==> config.mk <==
export PLATFORM = sky130hd
export DESIGN_NAME = serial_subtractor_flat
export DESIGN_NICKNAME = d
export VERILOG_FILES = /design/src/rtl/arith_pkg.sv /design/src/rtl/serial_subtractor_if.sv /design/src/rtl/full_subtractor.sv /design/src/rtl/serial_subtractor.sv /design/src/flat_wrapper.sv
export SDC_FILE = /design/constraint.sdc
export NUM_CORES = 1
export LEC_CHECK = 0
export ABC_CLOCK_PERIOD_IN_PS = 2210
export CAP_MARGIN = 20
export CORE_ASPECT_RATIO = 1.1
export CORE_MARGIN = 2
export CORE_UTILIZATION = 40
export DETAILED_ROUTE_END_ITERATION = 8
export GPL_TIMING_DRIVEN = 0
export RECOVER_POWER = 100
export SLEW_MARGIN = 20
export SYNTH_ARGS = -nofsm -noshare
export SYNTH_HDL_FRONTEND = slang
export SYNTH_HIERARCHICAL = 1
export SYNTH_SLANG_ARGS = --single-unit
==> constraint.sdc <==
create_clock -name clk -period 2.21 [get_ports clk]
set_clock_uncertainty 0.1 [all_clocks]
set_input_delay 0.442 -clock clk [delete_from_list [all_inputs] [get_ports clk]]
set_output_delay 0.442 -clock clk [all_outputs]
set_load 0.01 [all_outputs]
==> src/rtl/arith_pkg.sv <==
// Shared arithmetic types for the bit-serial datapath.
// Holds the subtractor FSM encoding and default width.
package arith_pkg;

  typedef enum logic [1:0] {
    IDLE  = 2'd0,
    SHIFT = 2'd1,
    DONE  = 2'd2
  } sub_state_t;

  localparam int SUB_WIDTH_DEF = 8;

endpackage

==> src/rtl/serial_subtractor_if.sv <==
// Host-side start/busy/done bundle for serial_subtractor.
// master = host, slave = subtractor.
interface serial_subtractor_if
  import arith_pkg::*;
#(
  parameter int WIDTH = SUB_WIDTH_DEF
);
  logic             start;
  logic [WIDTH-1:0] a;
  logic [WIDTH-1:0] b;
  logic             bin;
  logic             busy;
  logic             done;
  logic [WIDTH-1:0] diff;
  logic             bout;

  modport master (
    output start, a, b, bin,
    input  busy, done, diff, bout
  );

  modport slave (
    input  start, a, b, bin,
    output busy, done, diff, bout
  );
endinterface

==> src/rtl/full_subtractor.sv <==
// One-bit full subtractor cell: x - y - bin.
// Purely combinational.
module full_subtractor (
  input  logic x,
  input  logic y,
  input  logic bin,
  output logic diff,
  output logic bout
);
  assign diff = x ^ y ^ bin;
  assign bout = (~x & y) | (~(x ^ y) & bin);
endmodule

==> src/rtl/serial_subtractor.sv <==
// Bit-serial a - b - bin, LSB first, one bit per clock.
// Result and borrow are held until the next operation finishes.
module serial_subtractor
  import arith_pkg::*;
#(
  parameter int WIDTH = SUB_WIDTH_DEF
) (
  input logic              clk,
  input logic              rst_n,
  serial_subtractor_if.slave bus
);
  localparam int CNT_W = $clog2(WIDTH + 1);

  sub_state_t state;
  sub_state_t state_nxt;

  logic [WIDTH-1:0] a_sr;
  logic [WIDTH-1:0] b_sr;
  logic [WIDTH-1:0] r_sr;
  logic [WIDTH-1:0] r_nxt;
  logic [WIDTH-1:0] diff_q;
  logic             bout_q;
  logic             brw;
  logic [CNT_W-1:0] cnt;
  logic             d;
  logic             bo;
  logic             last;

  full_subtractor u_fs (
    .x    (a_sr[0]),
    .y    (b_sr[0]),
    .bin  (brw),
    .diff (d),
    .bout (bo)
  );

  assign last  = (cnt == CNT_W'(WIDTH - 1));
  // Shift-in at the MSB; written this way so WIDTH=1 needs no special case.
  assign r_nxt = (r_sr >> 1) | (WIDTH'(d) << (WIDTH - 1));

  always_comb begin
    state_nxt = state;
    unique case (state)
      IDLE:    if (bus.start) state_nxt = SHIFT;
      SHIFT:   if (last) state_nxt = DONE;
      DONE:    state_nxt = IDLE;
      default: state_nxt = IDLE;
    endcase
  end

  always_ff @(posedge clk) begin
    if (!rst_n) state <= IDLE;
    else        state <= state_nxt;
  end

  // Result is captured from the final bit so it lands with done.
  always_ff @(posedge clk) begin
    if (!rst_n) begin
      a_sr   <= '0;
      b_sr   <= '0;
      r_sr   <= '0;
      brw    <= 1'b0;
      cnt    <= '0;
      diff_q <= '0;
      bout_q <= 1'b0;
    end else if (state == IDLE && bus.start) begin
      a_sr <= bus.a;
      b_sr <= bus.b;
      brw  <= bus.bin;
      cnt  <= '0;
    end else if (state == SHIFT) begin
      a_sr <= a_sr >> 1;
      b_sr <= b_sr >> 1;
      r_sr <= r_nxt;
      brw  <= bo;
      cnt  <= cnt + CNT_W'(1);
      if (last) begin
        diff_q <= r_nxt;
        bout_q <= bo;
      end
    end
  end

  assign bus.busy = (state == SHIFT);
  assign bus.done = (state == DONE);
  assign bus.diff = diff_q;
  assign bus.bout = bout_q;
endmodule

==> src/flat_wrapper.sv <==
// flat-port wrapper written by rule: the top's interface ports become plain ports
module serial_subtractor_flat import arith_pkg::*;
#(
  parameter int WIDTH = SUB_WIDTH_DEF
)
  (clk, rst_n, bus_start, bus_a, bus_b, bus_bin, bus_busy, bus_done, bus_diff, bus_bout);
  serial_subtractor_if #(.WIDTH(WIDTH)) bus_i ();
  input logic clk;
  input logic rst_n;
  input wire logic [$bits(bus_i.start)-1:0] bus_start;
  input wire logic [$bits(bus_i.a)-1:0] bus_a;
  input wire logic [$bits(bus_i.b)-1:0] bus_b;
  input wire logic [$bits(bus_i.bin)-1:0] bus_bin;
  output wire logic [$bits(bus_i.busy)-1:0] bus_busy;
  output wire logic [$bits(bus_i.done)-1:0] bus_done;
  output wire logic [$bits(bus_i.diff)-1:0] bus_diff;
  output wire logic [$bits(bus_i.bout)-1:0] bus_bout;
  assign bus_i.start = bus_start;
  assign bus_i.a = bus_a;
  assign bus_i.b = bus_b;
  assign bus_i.bin = bus_bin;
  assign bus_busy = bus_i.busy;
  assign bus_done = bus_i.done;
  assign bus_diff = bus_i.diff;
  assign bus_bout = bus_i.bout;
  serial_subtractor #(.WIDTH(WIDTH)) u_core (.clk(clk), .rst_n(rst_n), .bus(bus_i));
endmodule
==> results.ini, run 1 <==
[routing]
routedWlPerCell_um = 13.7
ant_nets = 0
vias = 1487
routed_via_density = 5.39
drc = 0
drt-total-wl_mm = 3.78
firstDrtPassIters = 4
drt_iter0_drc = 73

[synthesis]
synthesis.nets = 210
syn_inst = 188
ys_seq_area_frac = 0.474
ys_seq_elements = 39
synth.yosys.warnings = 6
yosys-top-cells-area = dfxtp_1, nand2_1, o221ai_1, a21oi_1, o22ai_1
synth_cell_types = 28
yosys.area.top_type = dfxtp_1
synthesis.area_mm2 = 0.00165
synth_top_area_share = 0.474
syn-mean-instance-area_um2 = 8.76

[sta]
finalWorstSetupSlack_ns = 0.0696
finalSetupViolations = 0
period_share = 0.969
hold_violations = 0
tns_ns = 0
fmax_mhz = 467
period_minus_slack_ns = 2.14
rsz0062_at_grt = false
tightestPinTransition_ns = 0.639
final_max_slew_viol_count = 0
slew_headroom = 0.574

[clock_tree]
cts_tree = done
clkTransAtPathRegs_ns = 0.08
cts.htree.levels = 2
cts_root_buf = clkbuf_8
clockBufferDepth = 2
cts_buffers = 5
cts.sinks = 39
clock_latency_ns = 0.29
cts_setup_buffers = 0

[worst_setup_path]
cp_max_fo = 10
cp-end-kind = output port
required_ns = 1.67
start_kind = flop
critical_path_arrival_ns = 1.60
r2r_slack_ns = 0.47
worst-setup-path-type = flop to output port

[placement]
port_buffers = 28
dpl_cell_area_mm2 = 0.00199
dp_hpwl_mm = 2.67
place_congestion = 0.804
preCtsSetupSlack_ns = 0.211

[die]
core_area_mm2 = 0.00396
die_h_um = 71.3
die_w_um = 65.2
die_area_mm2 = 0.00465
start_util = 0.415
num_rows = 24
num_io_pins = 31

[global_routing]
grt_pass1_wl_mm = 6.46
grt_pass1_vias = 1392
antenna_found_initial = 0
grt.total_usage = 0.179
grt_max_degree = 13
grt_remaining_overflow = 0

[final_layout]
nFillCells = 397
area_growth_pct = 28.0
nets = 245
diodes = 0
fin_area_mm2 = 0.00211
drive_above_1_share = 0.0759

[power_and_ir_drop]
p_per_area_mw_per_mm2 = 731
peakVddDrop_v = 0.000475
total_leakage_power_nw = 0.761

[worst_hold_path]
hold_class = flop to flop

[status]
status = finished clean

[flow_run]
maxCapViolCount = 0

-- registers in the layout, indices dropped and copies added (netlist names) --
signal and count:
u_core/a_sr 8, u_core/b_sr 8, u_core/bus.diff 8, u_core/r_sr 7, u_core/cnt 4, u_core/state 2
u_core/brw 1, u_core/bus.bout 1
-- final timing paths --
path	from	to	depth (start not counted)
setup / recovery	u_core/state[1]	bus_busy	4
hold reg to reg	u_core/bus.bout	u_core/bus.bout	2
hold / removal	u_core/bus.bout	u_core/bus.bout	2
setup reg to reg	u_core/cnt[0]	u_core/bus.diff[0]	5
-- routing by layer --
| metal | wire length (um) | part of all wire | vias up | global-route usage |
|---|---|---|---|---|
| met5 | 0 | 0 | - | 0 |
| met2 | 1910 | 0.50 | 45 | 0.293 |
| met1 | 1630 | 0.43 | 688 | 0.230 |
| met3 | 197 | 0.052 | 4 | 0.0471 |
| li1 | - | - | 750 | - |
| met4 | 46 | 0.012 | 0 | 0.0625 |
-- logic make-up after synthesis --
logic type               after synthesis  share of synthesized area
AO/OA/AOI/OAI                         62                      0.247
adder cells (fa/ha/maj)                2                     0.0198
buffers and inverters                 26                     0.0714
flip-flops                            39                      0.474
multiplexers                          10                     0.0608
AND/OR/NAND/NOR                       49                      0.127
-- cell type report --
| type | count | area, um2 | share of cell area |
|---|---|---|---|
| Tap cell | 52 | 65.1 | 0.0309 |
| Inverter | 11 | 43.8 | 0.0208 |
| Clock buffer | 6 | 82.6 | 0.0392 |
| Timing Repair Buffer | 28 | 280 | 0.133 |
| Clock inverter | 2 | 35.0 | 0.0166 |
| Multi-Input combinational cell | 123 | 748 | 0.355 |
| Buffer | 15 | 70.1 | 0.0332 |
| Sequential cell | 39 | 783 | 0.372 |
-- cells in the final DEF (no fill, tap or decap), types with 2 or more instances in the layout --
cell type	netlist	final
a21oi_1	23	23
a32o_1	2	2
buf_2	7	2
clkbuf_1	6	11
clkbuf_8	0	6
clkdlybuf4s50_1	0	19
dfxtp_1	39	37
dfxtp_2	0	2
dlygate4sd3_1	0	9
inv_1	10	9
mux2i_1	10	10
nand2_1	35	35
nand2b_1	2	2
nand3_1	2	2
nor2_1	5	5
o221ai_1	15	15
o22ai_1	17	17
-- per-stage QoR --
step	cells	hold WS, ns	util	power, mW
global route	276	0.372	0.532	1.61
global placement	268	0.341	0.503	0.937
CTS	276	0.363	0.533	1.55
detailed placement	268	0.350	0.503	0.943
finish	276	0.355	0.532	1.54
floorplan	188	0.337	-	0.877
-- report_power, final --
part / total (mW) / switching, mW / internal (mW)
Sequential: 0.763 / 0.0278 / 0.735
Combinational: 0.164 / 0.0850 / 0.0793
Clock: 0.614 / 0.249 / 0.365
Total: 1.54 / 0.361 / 1.18
-- synthesized netlist by cell type (all sizes together) --
cell type,instances
a31oi,1
a22oi,1
a21oi,23
a211oi,1
nand2b,2
clkbuf,6
o21bai,1
or3,1
nand3,2
dfxtp,39
o21ai,1
nor3b,1
ha,1
nor2,5
nor2b,1
fa,1
nor3,1
a32o,2
buf,9
o22ai,17
nor4,1
o221ai,15
nand2,35
inv,11
mux2i,10
-- worst max-delay path: stages (launching register included) --
cell             delay, ns
dfxtp_2               0.36
nand2b_1              0.16
buf_6                 0.14
inv_4                 0.10
clkdlybuf4s50_1       0.54
-- what timing repair did --
item,4_1_cts,5_1_grt
hold buffers,0,0
resized for setup,3,2
endpoints found under the setup margin,2,2
(Power assumes the default switching activity.)
==> run 2, diff against run 1 <==
--- a/config.mk
+++ b/config.mk
@@ -9,7 +9,7 @@
 export CAP_MARGIN = 20
 export CORE_ASPECT_RATIO = 1.1
 export CORE_MARGIN = 2
-export CORE_UTILIZATION = 40
+export CORE_UTILIZATION = 35
 export DETAILED_ROUTE_END_ITERATION = 8
 export GPL_TIMING_DRIVEN = 0
 export RECOVER_POWER = 100
==> run 2 against run 1 <==
  * Maximum frequency grew 0.47%
  * Sequential share of layout area increased by 0.075 points
  * Critical endpoint unchanged
  * Largest power group unchanged
  * Register-to-register slack got worse by 0.07 ns
==> results.ini, run 2 (synthesis gave the netlist of run 1 again) <==
[status]
status = finished clean

[clock_tree]
clock_latency_ns = 0.29  ; about the same
clkTransAtPathRegs_ns = 0.08  ; about the same
cts_root_buf = clkbuf_8
cts_buffers = 5  ; unchanged
clockBufferDepth = 2  ; unchanged
postCtsHoldBufs = 0  ; unchanged
cts_tree = done
cts.htree.levels = 2  ; unchanged
cts.sinks = 39  ; unchanged
cts_setup_buffers = 0  ; unchanged

[worst_setup_path]
r2r_slack_ns = 0.40  ; -0.07 ns
required_ns = 1.67  ; about the same
cp_max_fo = 10  ; unchanged
crit_start = u_core/state[1]
r2r_start = u_core/cnt[0]
path_cells = nand2b_1 > buf_6 > inv_4 > clkdlybuf4s50_1
reg2reg_depth = 5  ; unchanged
cp_top_family = buffers and inverters
slowest_delay_ns = 0.54  ; about the same
worst-setup-path-type = flop to output port
cp-end-kind = output port
r2r_end = u_core/bus.diff[0]
start_kind = flop
critical_path_arrival_ns = 1.59  ; about the same
crit_cells = 4  ; unchanged
critPathCapture = bus_busy
cp_slowest_cell = clkdlybuf4s50_1
crit_buf_inv = 3  ; unchanged

[power_and_ir_drop]
p_total_mw = 1.54  ; about the same
power_frac_seq = 0.494  ; about the same
p_int_mw = 1.18  ; about the same
clockPowerShare = 0.400  ; +0.002
total_leakage_power_nw = 0.759  ; -0.19%
power_frac_comb = 0.106  ; about the same
peakVddDrop_v = 0.000353  ; -26%
power_switching_mw = 0.363  ; +0.34%
switching_share = 0.235  ; +0.000737
p_per_area_mw_per_mm2 = 730  ; about the same

[worst_hold_path]
hold_class = flop to flop
hp-start = u_core/bus.diff[2]

[die]
start_util = 0.359  ; -0.0564
num_io_pins = 31  ; unchanged
core_area_mm2 = 0.00459  ; +16%
num_rows = 26  ; +8.3%
die_w_um = 69.4  ; +6.5%
die_h_um = 75.9  ; +6.5%
die_area_mm2 = 0.00527  ; +13%

[routing]
vias = 1457  ; -2.0%
drt-total-wl_mm = 3.65  ; -3.3%
ant_nets = 0  ; unchanged
routed_via_density = 5.20  ; -3.4%
drt_iter0_drc = 63  ; -14%
drc = 0  ; unchanged
routedWlPerCell_um = 13.0  ; -4.7%
firstDrtPassIters = 4  ; unchanged

[placement]
dp_hpwl_mm = 2.52  ; -5.9%
port_buffers = 28  ; unchanged
place_congestion = 0.727  ; -9.5%
dpl_cell_area_mm2 = 0.00200  ; +0.25%

[sta]
period_share = 0.964  ; -0.00455
finalSetupViolations = 0  ; unchanged
period_minus_slack_ns = 2.13  ; -0.0101 ns
final_max_slew_viol_count = 0  ; unchanged
fmax_mhz = 469  ; +0.47%
slew_headroom = 0.558  ; -0.0157
hold_violations = 0  ; unchanged
rsz0062_at_grt = false
tightestPinTransition_ns = 0.663  ; +0.0236 ns

[final_layout]
area_growth_pct = 28.2
nFillCells = 465  ; +17%
diodes = 0  ; unchanged
nets = 245  ; unchanged
final_common_cell = dfxtp_1
fin_area_mm2 = 0.00211  ; +0.12%
most-common-layout-cells = dfxtp_1, nand2_1, a21oi_1
drive_above_1_share = 0.0714  ; -0.00446

[global_routing]
grt_max_degree = 13  ; unchanged
grt_pass1_wl_mm = 6.24  ; -3.3%
grt_remaining_overflow = 0  ; unchanged
grt_pass1_vias = 1360  ; -2.3%
grt.total_usage = 0.146  ; -0.0333
antenna_found_initial = 0  ; unchanged

[flow_run]
maxCapViolCount = 0  ; unchanged

==> run 2: worst min-delay path, stage by stage, from the launching register on <==
cell and delay [ns]:
dfxtp_1 0.31, nand2_1 0.05, mux2i_1 0.05
==> run 2: worst min path at each step <==
stage                               to  depth (start not counted)
CTS                 u_core/bus.diff[2]                          2
global placement    u_core/bus.diff[3]                          2
detailed placement  u_core/bus.diff[2]                          2
finish              u_core/bus.diff[2]                          2
floorplan               u_core/r_sr[1]                          2
global route        u_core/bus.diff[2]                          2
==> run 2: stage by stage <==
step	setup WS (ns)	std cells	hold WS (ns)	setup TNS (ns)	utilization
after floorplan	0.841	188	0.337	0	-
after global placement	0.194	272	0.341	0	0.435
after detailed placement	0.201	272	0.349	0	0.435
after CTS	-0.00345	280	0.360	-0.00345	0.462
after global routing	0.0000343	280	0.373	0	0.460
final	0.0796	280	0.355	0	0.460
==> run 2: per-layer routing <==
layer	global-route usage	vias to the layer above	wire length [um]
met5	0	-	0
li1	-	750	-
met3	0.0465	5	154
met2	0.222	32	1680
met1	0.196	670	1760
met4	0.0471	0	55
==> run 2: final cells by class <==
class / instances / area [um2] / share of cell area
inverters: 11 / 43.8 / 0.0207
clock buffers: 6 / 82.6 / 0.0391
repair buffers: 28 / 280 / 0.133
flip-flops and latches: 39 / 786 / 0.372
well taps: 56 / 70.1 / 0.0332
clock inverters: 2 / 35.0 / 0.0166
multi-input cells: 123 / 743 / 0.352
plain buffers: 15 / 70.1 / 0.0332
==> run 2: power groups by stage <==
stage | combinational (mW) | clock [mW] | sequential, mW
5_1_grt | 0.182 | 0.683 | 0.765
4_1_cts | 0.167 | 0.637 | 0.762
3_5_place_dp | 0.166 | 0 | 0.778
3_3_place_gp | 0.163 | 0 | 0.778
2_1_floorplan | 0.106 | 0 | 0.771
6_report | 0.164 | 0.617 | 0.761
==> run 2: repair_timing <==
item | 4_1_cts | 5_1_grt
endpoints found under the setup margin | 2 | 2
gates resized for setup | 4 | 2
pin swaps | 0 | 0
==> run 3, diff against run 2 <==
--- a/config.mk
+++ b/config.mk
@@ -5,10 +5,10 @@
 export SDC_FILE = /design/constraint.sdc
 export NUM_CORES = 1
 export LEC_CHECK = 0
-export ABC_CLOCK_PERIOD_IN_PS = 2210
+export ABC_CLOCK_PERIOD_IN_PS = 2700
 export CAP_MARGIN = 20
 export CORE_ASPECT_RATIO = 1.1
-export CORE_MARGIN = 2
+export CORE_MARGIN = 4
 export CORE_UTILIZATION = 35
 export DETAILED_ROUTE_END_ITERATION = 8
 export GPL_TIMING_DRIVEN = 0
==> constraint.sdc (replaced) <==
create_clock -name clk -period 2.7 [get_ports clk]
set_clock_uncertainty 0.1 [all_clocks]
set_input_delay 0.54 -clock clk [delete_from_list [all_inputs] [get_ports clk]]
set_output_delay 0.54 -clock clk [all_outputs]
set_load 0.01 [all_outputs]
==> run 3 against run 2 <==
  * Largest power group unchanged
  * Via count fell by 0.21%
  * Global-route usage fell by 1.2 points
  * Critical endpoint is now bus_done
  * Clock power fell by 29%
  * First-iteration DRC count rose by 41%
==> results.ini, run 3 (synthesis gave the netlist of run 1 again) <==
[worst_setup_path]
cp_max_fo = 10  ; unchanged
cp-end-kind = output port
reg2reg_depth = 5  ; unchanged
r2r_end = u_core/bus.diff[6]
required_ns = 2.06  ; +0.39 ns
path_cells = inv_1 > buf_2 > nor2_1 > dlygate4sd3_1
slowest_delay_ns = 0.61  ; +0.07 ns
r2r_slack_ns = 0.87  ; +0.47 ns
start_kind = flop
cp_slowest_cell = dlygate4sd3_1
r2r_start = u_core/state[0]
worst-setup-path-type = flop to output port
critical_path_arrival_ns = 1.85  ; +0.26 ns

[final_layout]
area_growth_pct = 26.7
nFillCells = 440  ; -5.4%
finalNonFillerCells = 278  ; -0.71%
diodes = 0  ; unchanged
final_common_cell = dfxtp_1
final_util = 0.473  ; +0.0130
nets = 245  ; unchanged
most-common-layout-cells = dfxtp_1, nand2_1, a21oi_1
drive_above_1_share = 0.0670  ; -0.00446

[sta]
finalSetupViolations = 0  ; unchanged
hold_violations = 0  ; unchanged
tns_ns = 0  ; unchanged
tightestPinTransition_ns = 0.659  ; -0.00338 ns
final_max_slew_viol_count = 0  ; unchanged
period_minus_slack_ns = 2.49
slew_headroom = 0.560  ; +0.00225
rsz0062_at_grt = false
fmax_mhz = 401
finalWorstSetupSlack_ns = 0.208  ; +0.128 ns
period_share = 0.923

[power_and_ir_drop]
total_leakage_power_nw = 0.756  ; -0.45%
p_per_area_mw_per_mm2 = 572  ; -22%
peakVddDrop_v = 0.000293  ; -17%

[global_routing]
grt_max_degree = 13  ; unchanged
grt_pass1_wl_mm = 6.17  ; -1.2%
grt_pass1_vias = 1363  ; +0.22%
antenna_found_initial = 0  ; unchanged
grt_remaining_overflow = 0  ; unchanged
grt.total_usage = 0.134  ; -0.0118

[die]
die_h_um = 79.9  ; +5.3%
num_io_pins = 31  ; unchanged
core_area_mm2 = 0.00441  ; -3.8%
num_rows = 25  ; -3.8%
die_area_mm2 = 0.00587  ; +11%
start_util = 0.373  ; +0.0144
die_w_um = 73.4  ; +5.8%

[routing]
routedWlPerCell_um = 13.1  ; about the same
drt-total-wl_mm = 3.63  ; -0.63%
ant_nets = 0  ; unchanged
drt_iter0_drc = 89  ; +41%
firstDrtPassIters = 4  ; unchanged
vias = 1454  ; -0.21%
routed_via_density = 5.23  ; +0.51%
drc = 0  ; unchanged

[clock_tree]
cts_root_buf = clkbuf_8
clockBufferDepth = 2  ; unchanged
postCtsHoldBufs = 0  ; unchanged
cts.sinks = 39  ; unchanged
cts_buffers = 5  ; unchanged
cts_tree = done
clkTransAtPathRegs_ns = 0.08  ; about the same
cts_setup_buffers = 0  ; unchanged
clock_latency_ns = 0.29  ; about the same
cts.repair.resized = 0  ; -4
cts.htree.levels = 2  ; unchanged

[worst_hold_path]
hold_class = flop to flop
hp-start = u_core/r_sr[1]
hold_path_end = u_core/r_sr[1]
hold_depth = 2  ; unchanged

[placement]
dp.cells = 270  ; -0.74%
port_buffers = 28  ; unchanged
dp_hpwl_mm = 2.54  ; +0.80%
place_congestion = 0.778  ; +6.9%
preCtsSetupSlack_ns = 0.572  ; +0.371 ns

[flow_run]
maxCapViolCount = 0  ; unchanged

[status]
status = finished clean

==> run 3: worst max path at each step <==
| stage | slack, ns | endpoint | startpoint | cells after the start |
|---|---|---|---|---|
| 2_1_floorplan | 1.23 | u_core/a_sr[0] | bus_start | 6 |
| 3_3_place_gp | 0.54 | bus_done | u_core/state[1] | 4 |
| 3_5_place_dp | 0.57 | bus_done | u_core/state[1] | 4 |
| 4_1_cts | 0.23 | bus_done | u_core/state[1] | 4 |
| 5_1_grt | 0.12 | bus_done | u_core/state[1] | 4 |
| 6_report | 0.21 | bus_done | u_core/state[1] | 4 |
==> run 3: power breakdown <==
group	internal, mW	switching, mW
Combinational	0.0643	0.0676
Sequential	0.602	0.0218
Clock	0.232	0.205
==> run 3: layout make-up <==
type / count / area [um2] / area share
buffer: 15 / 70.1 / 0.0336
clock buffer: 7 / 96.3 / 0.0462
clock inverter: 1 / 7.51 / 0.00360
inverter: 11 / 41.3 / 0.0198
multi-input combinational: 123 / 743 / 0.356
sequential: 39 / 781 / 0.374
tap: 54 / 67.6 / 0.0324
timing repair buffer: 28 / 280 / 0.134
==> run 3: layer usage <==
| layer | up-vias | share of wire | GRT usage | wire [um] |
|---|---|---|---|---|
| met3 | 6 | 0.053 | 0.0390 | 194 |
| li1 | 748 | - | - | - |
| met5 | - | 0 | 0 | 0 |
| met4 | 0 | 0.017 | 0.0543 | 60 |
| met1 | 667 | 0.48 | 0.171 | 1730 |
| met2 | 33 | 0.45 | 0.209 | 1640 |
==> run 3: worst max-delay path: cells and delay by family (launching register included) <==
family	cells	cell delay [ns]
and+or+nand+nor	1	0.10
DFF	1	0.45
buffers and inverters	3	1.02
==> run 3: per-stage QoR <==
| stage | area [um2] | total power [mW] | hold slack (ns) |
|---|---|---|---|
| floorplan | 1650 | 0.718 | 0.337 |
| global placement | 1990 | 0.770 | 0.344 |
| detailed placement | 1990 | 0.771 | 0.346 |
| CTS | 2100 | 1.21 | 0.357 |
| global route | 2090 | 1.25 | 0.373 |
| finish | 2090 | 1.19 | 0.355 |
